**config.mk**
```make
export PLATFORM = sky130hd
export DESIGN_NAME = overflow_event_monitor
export DESIGN_NICKNAME = d
export VERILOG_FILES = /design/src/rtl/ovf_mon_pkg.sv /design/src/rtl/ovf_event_fifo.sv /design/src/rtl/overflow_event_monitor.sv
export SDC_FILE = /design/constraint.sdc
export NUM_CORES = 1
export LEC_CHECK = 0
export BUFFER_PORTS_ARGS = -buffer_cell sky130_fd_sc_hd__buf_4
export CAP_MARGIN = 20
export CORE_UTILIZATION = 60
export CTS_BUF_LIST = sky130_fd_sc_hd__clkbuf_16
export DETAILED_ROUTE_END_ITERATION = 7
export MAX_ROUTING_LAYER = met4
export PLACE_DENSITY_LB_ADDON = 0.2
export SLEW_MARGIN = 25
export SYNTH_ARGS = -nofsm -noshare
export SYNTH_HDL_FRONTEND = slang
export SYNTH_SLANG_ARGS = --single-unit
```
**constraint.sdc**
```tcl
create_clock -name clock -period 8.8 [get_ports clock]
set_input_delay 0.44 -clock clock [delete_from_list [all_inputs] [get_ports clock]]
set_output_delay 0.44 -clock clock [all_outputs]
set_load 0.005 [all_outputs]
```
**src/rtl/ovf_mon_pkg.sv**
```systemverilog
// Shared widths, the wrap-record type and small helpers for the overflow event monitor.
package ovf_mon_pkg;

    localparam int DEF_CNT_W = 4;
    localparam int DEF_DEPTH = 4;
    localparam int EPOCH_W   = 8;
    localparam int GAP_W     = 8;
    localparam int DROP_W    = 4;

    localparam logic [DROP_W-1:0] DROP_SAT = 4'd15;

    typedef struct packed {
        logic [EPOCH_W-1:0] epoch;
        logic [GAP_W-1:0]   gap;
    } ovf_evt_t;

    function automatic logic [GAP_W-1:0] satIncGap(input logic [GAP_W-1:0] value);
        return (value == '1) ? value : value + GAP_W'(1);
    endfunction

endpackage

```
**src/rtl/ovf_event_fifo.sv**
```systemverilog
// Small synchronous FIFO of wrap records; the head is read directly from storage.
module ovf_event_fifo
    import ovf_mon_pkg::*;
#(
    parameter int DEPTH = DEF_DEPTH
) (
    input  logic     clock,
    input  logic     reset,
    input  logic     push_i,
    input  ovf_evt_t data_i,
    output logic     full_o,
    input  logic     pop_i,
    output logic     empty_o,
    output ovf_evt_t head_o
);

    localparam int AW = $clog2(DEPTH);

    ovf_evt_t       mem_q [DEPTH];
    logic [AW:0]    wrPtr_q, wrPtr_d;
    logic [AW:0]    rdPtr_q, rdPtr_d;
    logic           doPush;
    logic           doPop;

    // The extra pointer MSB tells a full FIFO apart from an empty one.
    always_comb begin
        empty_o = (wrPtr_q == rdPtr_q);
        full_o  = (wrPtr_q[AW] != rdPtr_q[AW]) && (wrPtr_q[AW-1:0] == rdPtr_q[AW-1:0]);
        doPop   = pop_i && !empty_o;
        doPush  = push_i && (!full_o || doPop);
        wrPtr_d = doPush ? wrPtr_q + (AW+1)'(1) : wrPtr_q;
        rdPtr_d = doPop  ? rdPtr_q + (AW+1)'(1) : rdPtr_q;
        head_o  = mem_q[rdPtr_q[AW-1:0]];
    end

    always_ff @(posedge clock) begin
        if (reset) begin
            wrPtr_q <= '0;
            rdPtr_q <= '0;
            for (int i = 0; i < DEPTH; i++) begin
                mem_q[i] <= '0;
            end
        end else begin
            wrPtr_q <= wrPtr_d;
            rdPtr_q <= rdPtr_d;
            if (doPush) begin
                mem_q[wrPtr_q[AW-1:0]] <= data_i;
            end
        end
    end

endmodule

```
**src/rtl/overflow_event_monitor.sv**
```systemverilog
// Detects F->0 wraps of the upstream counter, numbers them, measures the gap
// between wraps and streams {epoch, gap} records out through a small FIFO.
module overflow_event_monitor
    import ovf_mon_pkg::*;
#(
    parameter int CNT_W = DEF_CNT_W,
    parameter int DEPTH = DEF_DEPTH
) (
    input  logic               clock,
    input  logic               reset,
    input  logic [CNT_W-1:0]   count,
    input  logic               overflow,
    output logic               evt_valid,
    input  logic               evt_ready,
    output logic [EPOCH_W-1:0] evt_epoch,
    output logic [GAP_W-1:0]   evt_gap,
    output logic [EPOCH_W-1:0] epoch,
    output logic               first_ovf,
    output logic               dropped,
    output logic [DROP_W-1:0]  drop_count
);

    logic [CNT_W-1:0]   prevCount_q;
    logic               prevVld_q;
    logic [GAP_W-1:0]   gapCnt_q, gapCnt_d;
    logic [EPOCH_W-1:0] epoch_q, epoch_d;
    logic               firstOvf_q, firstOvf_d;
    logic               dropped_q, dropped_d;
    logic [DROP_W-1:0]  dropCount_q, dropCount_d;

    logic               wrap;
    logic               pop;
    logic               fifoPush;
    logic               fifoFull;
    logic               fifoEmpty;
    logic               dropEvt;
    ovf_evt_t           newEvt;
    ovf_evt_t           headEvt;

    // A wrap is only trusted once a previous sample exists, so a count that
    // straddles reset release never produces a record.
    always_comb begin
        wrap         = prevVld_q && (prevCount_q == '1) && (count == '0);
        pop          = !fifoEmpty && evt_ready;
        fifoPush     = wrap && (!fifoFull || pop);
        dropEvt      = wrap && fifoFull && !pop;
        newEvt.epoch = epoch_q;
        newEvt.gap   = satIncGap(gapCnt_q);
        gapCnt_d     = wrap ? '0 : satIncGap(gapCnt_q);
        epoch_d      = wrap ? epoch_q + EPOCH_W'(1) : epoch_q;
        firstOvf_d   = firstOvf_q | overflow;
        dropped_d    = dropped_q | dropEvt;
        dropCount_d  = dropCount_q;
        if (dropEvt && (dropCount_q != DROP_SAT)) begin
            dropCount_d = dropCount_q + DROP_W'(1);
        end
    end

    always_ff @(posedge clock) begin
        if (reset) begin
            prevCount_q <= '0;
            prevVld_q   <= 1'b0;
            gapCnt_q    <= '0;
            epoch_q     <= '0;
            firstOvf_q  <= 1'b0;
            dropped_q   <= 1'b0;
            dropCount_q <= '0;
        end else begin
            prevCount_q <= count;
            prevVld_q   <= 1'b1;
            gapCnt_q    <= gapCnt_d;
            epoch_q     <= epoch_d;
            firstOvf_q  <= firstOvf_d;
            dropped_q   <= dropped_d;
            dropCount_q <= dropCount_d;
        end
    end

    ovf_event_fifo #(
        .DEPTH(DEPTH)
    ) u_fifo (
        .clock   (clock),
        .reset   (reset),
        .push_i  (fifoPush),
        .data_i  (newEvt),
        .full_o  (fifoFull),
        .pop_i   (pop),
        .empty_o (fifoEmpty),
        .head_o  (headEvt)
    );

    always_comb begin
        evt_valid  = !fifoEmpty;
        evt_epoch  = headEvt.epoch;
        evt_gap    = headEvt.gap;
        epoch      = epoch_q;
        first_ovf  = firstOvf_q;
        dropped    = dropped_q;
        drop_count = dropCount_q;
    end

endmodule

```
# After elaboration in Yosys (flattened, before gate mapping)
# Memory sizes are Yosys's and may differ from the RTL's. A register that Yosys moved wholly into a read port is not among the register bits.
# Index checks and enable logic that the tools add are counted.
[classes] n_reduce_logical=18 mux=12 addsub=5 bitwise_logic=2 eq_ne=6
[ops] operator="adder 8 x 1 -> 8 bit, second input constant" count=2
[ops] operator="two-way mux 16 bit" count=1
[ops] operator="OR reduction 16 bit" count=1
[ops] operator="logical AND 1 bit" count=10
[ops] operator="equality test 8 bit, second input constant" count=1
[ops] operator="two-way mux 8 bit" count=1
[ops] operator="two-way mux 1 bit" count=7
[ops] operator="adder 3 x 1 -> 3 bit, second input constant" count=2
[ops] operator="two-way mux 2 bit" count=3
[ops] operator="adder 4 x 1 -> 4 bit, second input constant" count=1
[ops] operator="equality test 4 bit, second input constant" count=1
[ops] operator="logical NOT 4 bit" count=1
[ops] operator="inequality test 4 bit, second input constant" count=1
[ops] operator="equality test 3 bit" count=1
[ops] operator="logical NOT 1 bit" count=3
[ops] operator="equality test 2 bit" count=1
[ops] operator="logical OR 1 bit" count=2
[ops] operator="bitwise OR 1 bit" count=2
[ops] operator="OR reduction 2 bit" count=1
[ops] operator="inequality test 1 bit" count=1
[totals] mem_bits_rw=64 reg_bits=33 n_memories=1 word_cells=53 out_inout_bits=31 input_bits=8
[memory_table] name="u_fifo.mem_q" words=4 word_bits=16 read_ports=1 rd_ports_with_merged_regs=1 write_ports=4 line_no="ovf_event_fifo.sv:19" rtl="ovf_evt_t mem_q [DEPTH];"

# Logic depth before layout (Yosys ltp)
[logic_depth] depth_word=11 depth_mapped=6 ltp_nobuf=5

# Hierarchy
# Synthesis repeated with hierarchy kept, for this count alone.
[unflattened] cells_unflattened=376 area_unflattened_um2=4523.1
[by_module_without_submodules] module="ovf_event_fifo" area_per_inst_um2=3255.6 seq_area_each_um2=2082.0 cells_per_inst=233 n_inst=1
[by_module_without_submodules] module="overflow_event_monitor" area_per_inst_um2=1267.5 seq_area_each_um2=540.5 cells_per_inst=143 n_inst=1

# Least setup slack after synthesis
# OpenSTA, ideal clock, no wires.
[synth_path] path_type="input-to-reg" start="input port count[1]" end="memory u_fifo.mem_q[3][0] in the netlist's numbering (enable)" arrival_time_ns=3.107 setup_ns=0.435 path_stages=4 n_path_buf=1 required_ns=8.365 setup_slack_ns=5.258 cell_sequence="nor4_1 > nand3_1 > clkbuf_1 > o41ai_1"
[synth_rtl] element="start: declaration" line_no="overflow_event_monitor.sv:11" rtl="input logic [CNT_W-1:0] count,"
[synth_rtl] element="end: declaration" line_no="ovf_event_fifo.sv:19"

==> results by group <==
Clock tree
  • Number of H-tree levels: 3
  • Clock latency on the worst-skew pair: 0.34 ns
  • CTS root buffer: sky130_fd_sc_hd__clkbuf_16
  • TritonCTS Sinks: 99
  • Count of instances resized after the clock tree is built: 0
  • CTS clk-pin slew, worst paths: 0.07 ns
  • TritonCTS clock tree: built
  • Number of CTS-inserted buffers: 9
  • Maximum number of buffers from clock root to sink: 2
  • Hold Buf Count CTS: 0
  • Number of buffers inserted to repair setup after CTS: 0

Synthesis
  • Syn_nets: 352
  • Number of flip-flops and latches in the synthesized netlist: 99
  • Mean area per synthesized cell: around 13 µm²
  • Largest area contributor in the synthesized netlist: sky130_fd_sc_hd__edfxtp_1
  • Yosys warning count: 0
  • Netlist area before placement: 4260 µm²
  • Count of different cell masters after synthesis: 40
  • Async set-reset flop share out of synthesis: 0%
  • Proportion of synthesized chip area in sequential cells: approximately three fifths
  • Post-synth EDFFs: 64
  • Cells after synthesis: approximately 340
  • Most frequent cell after synthesis: sky130_fd_sc_hd__edfxtp_1
  • Most used DFF post-synth: sky130_fd_sc_hd__edfxtp_1
  • Share of Yosys cell area claimed by the top area cell type: 45.1%
  • Commonest cells in the netlist: sky130_fd_sc_hd__edfxtp_1 (64), sky130_fd_sc_hd__nor2_1 (57), sky130_fd_sc_hd__dfxtp_1 (35)
  • Top post-synthesis cells by area: sky130_fd_sc_hd__edfxtp_1 (45%), sky130_fd_sc_hd__dfxtp_1 (16%), sky130_fd_sc_hd__mux4_2 (8.5%), sky130_fd_sc_hd__nor2_1 (5.0%), sky130_fd_sc_hd__and2_1 (3.1%)

STA
  • Minimum clock period: 3.11 ns
  • Total count of hold-check failures in the final report: 0
  • Rel. slew slack: 43.7%
  • Tightest Pin Transition: 0.835 ns
  • Final setup TNS: 0 ns
  • Period Utilization, post-route: a little over a third
  • Setup repair after global routing missed its margin: no
  • Number of failing setup endpoints in the final timing report: 0
  • Worst-case setup margin in the final layout: 5.69 ns
  • Max Slew Vio Count: 0
  • Post-route clock skew: 0.00806 ns
  • Achievable frequency: between 300 and 400 MHz

Setup path
  • Worst-path maximum fanout: 20
  • Data arrival time of the critical path: slightly above 3 ns
  • Worst setup EP type: register
  • Ordered list of cells on the worst path: buf_4 > nor4_1 > and3_1 > nand4_1 > nand2_1
  • Worst path slowest cell: sky130_fd_sc_hd__nand2_1
  • Count of cells along the worst register-to-register path: 4
  • Critical path's largest stage delay: 0.77 ns
  • Kind of launch point of the worst setup path: input port
  • Required time of the critical path: 8.77 ns
  • Start-to-end type of the worst setup path: input port to register

Layout
  • Antenna cell count: 0
  • Final core utilization: 71.6%
  • Synth-to-layout area growth: 14.8%
  • Count of nets after finishing: 382
  • Share of layout cells above drive strength 1: 20.3%

Routing
  • Wirelength per Cell: 17.3 µm
  • Number of vias in the routed layout: 2720
  • Avg Vias per Cell: 5.79
  • Number of detailed-routing iterations run before antenna repair: 5
  • Post-route antenna net violation count: 0
  • DRT Wirelength: 8140 µm
  • DR iter-0 viols: 185
  • # DRC: 0

Die
  • Die Y-Extent: 86.3 µm
  • I/O pin count: 39
  • Die X: ~86 µm
  • Starting utilization of the core area: around 62%
  • Cell Rows: 30
  • Total Die Area: 7440 µm²
  • Area of the core: between 6000 and 7000 µm²

Place
  • Total of buffers placed on input and output ports: 38
  • Half-perimeter wire length after placement: 5340 µm
  • Post-placement setup slack: 5.35 ns
  • Routability congestion estimate: 0.783

Run
  • Number of max-capacitance violations reported: 0

Global routing
  • Maximum number of pins on one net before global-route repair: 28
  • Remaining global-route overflow: 0
  • Number of global-route vias before repair: 2645
  • Overall routing resource usage: 24.8%
  • Initial antenna violation count: 0
  • First-pass GRT wire length: 13200 µm

Min path
  • Classification of the worst-slack hold path: input port to register
  • Count of cells along the worst hold path: 3

Pwr
  • VDD IR max: just over 0.1 mV
  • Static Leakage: 1.80 nW
  • Pwr per Cell Area: ~190 nW/µm²
  • Sum of internal, switching and leakage power: 937 µW

Outcome
  • Run status: complete, no violations
-- power breakdown --
part           switching [mW]  internal [mW]  total [mW]
clock network           0.172          0.222       0.394
registers             0.00491          0.507       0.512
logic                  0.0181         0.0127      0.0308
total                   0.195          0.742       0.937
-- path summary, 6_finish.rpt --
check                                                    start                                to  slack (ns)
worst min register to register            first_ovf$_SDFF_PP0_              first_ovf$_SDFF_PP0_        0.47
worst max register to register  u_fifo.wrPtr_q[0]$_SDFFE_PP0P_  u_fifo.mem_q[0][4]$_SDFFCE_PN0P_        5.83
worst min-delay path                                  overflow              first_ovf$_SDFF_PP0_        0.32
worst max-delay path                                  count[1]  u_fifo.mem_q[0][4]$_SDFFCE_PN0P_        5.69
-- flip-flops by register name, indices dropped and copies added (netlist names), named ones only --
| name | count |
|---|---|
| first_ovf | 1 |
| u_fifo.mem_q | 64 |
| drop_count | 4 |
| u_fifo.rdPtr_q | 3 |
| epoch | 8 |
| gapCnt_q | 8 |
| prevVld_q | 1 |
| u_fifo.wrPtr_q | 3 |
| dropped | 1 |
| prevCount_q | 4 |
-- critical path, delay by kind of cell --
| kind | cells | cell delay (ns) |
|---|---|---|
| simple gates | 4 | 2.51 |
| buf+inv | 1 | 0.11 |
-- layer usage --
metal / vias to the layer above / track usage [%] / part of all wire (%)
li1: 1301 / - / -
met1: 1329 / 32.0 / 45
met2: 71 / 38.4 / 48
met3: 19 / 4.48 / 4.2
met4: 0 / 12.3 / 2.6
met5: - / - / 0
-- metrics by stage --
stage	instance area [µm²]	std cells	hold WS, ns
after floorplan	4260	339	0.456
after global placement	4570	454	0.454
after detailed placement	4570	454	0.458
after CTS	4880	470	0.308
after global routing	4890	470	0.309
final	4890	470	0.317
-- layout make-up --
cell class                      instances  area (µm²)
Clock buffer                            9         225
Sequential cell                        99        2620
Tap cell                               96         120
Clock inverter                          7        76.3
Timing Repair Buffer                   40         300
Fill cell                             509        1940
Multi-Input combinational cell        212        1520
Inverter                                7        26.3
-- kinds of logic (layout without fill, tap and decap cells) --
group,after synthesis,in the layout,synth area share [%]
AND/OR/NAND/NOR,144,144,17.0
flip-flops,99,99,61.6
AO/OA/AOI/OAI,30,30,4.49
buffers and inverters,28,63,3.26
multiplexers,22,22,9.90
XOR/XNOR,11,11,2.26
adder cells (fa/ha/maj),5,5,1.47
-- cell usage in the layout, fill, tap and decap left out, types with 9 or more instances in the layout --
cell                        netlist  final
sky130_fd_sc_hd__dfxtp_1         35     34
sky130_fd_sc_hd__a21oi_1          9      9
sky130_fd_sc_hd__nor2_1          57     57
sky130_fd_sc_hd__clkbuf_16        0      9
sky130_fd_sc_hd__buf_4            8     40
sky130_fd_sc_hd__mux4_2          16     16
sky130_fd_sc_hd__nand2_1         12     12
sky130_fd_sc_hd__xor2_1           9      9
sky130_fd_sc_hd__and3_1          17     17
sky130_fd_sc_hd__and2_1          21     21
sky130_fd_sc_hd__edfxtp_1        64     64
Power figures use the tool's default switching activity.
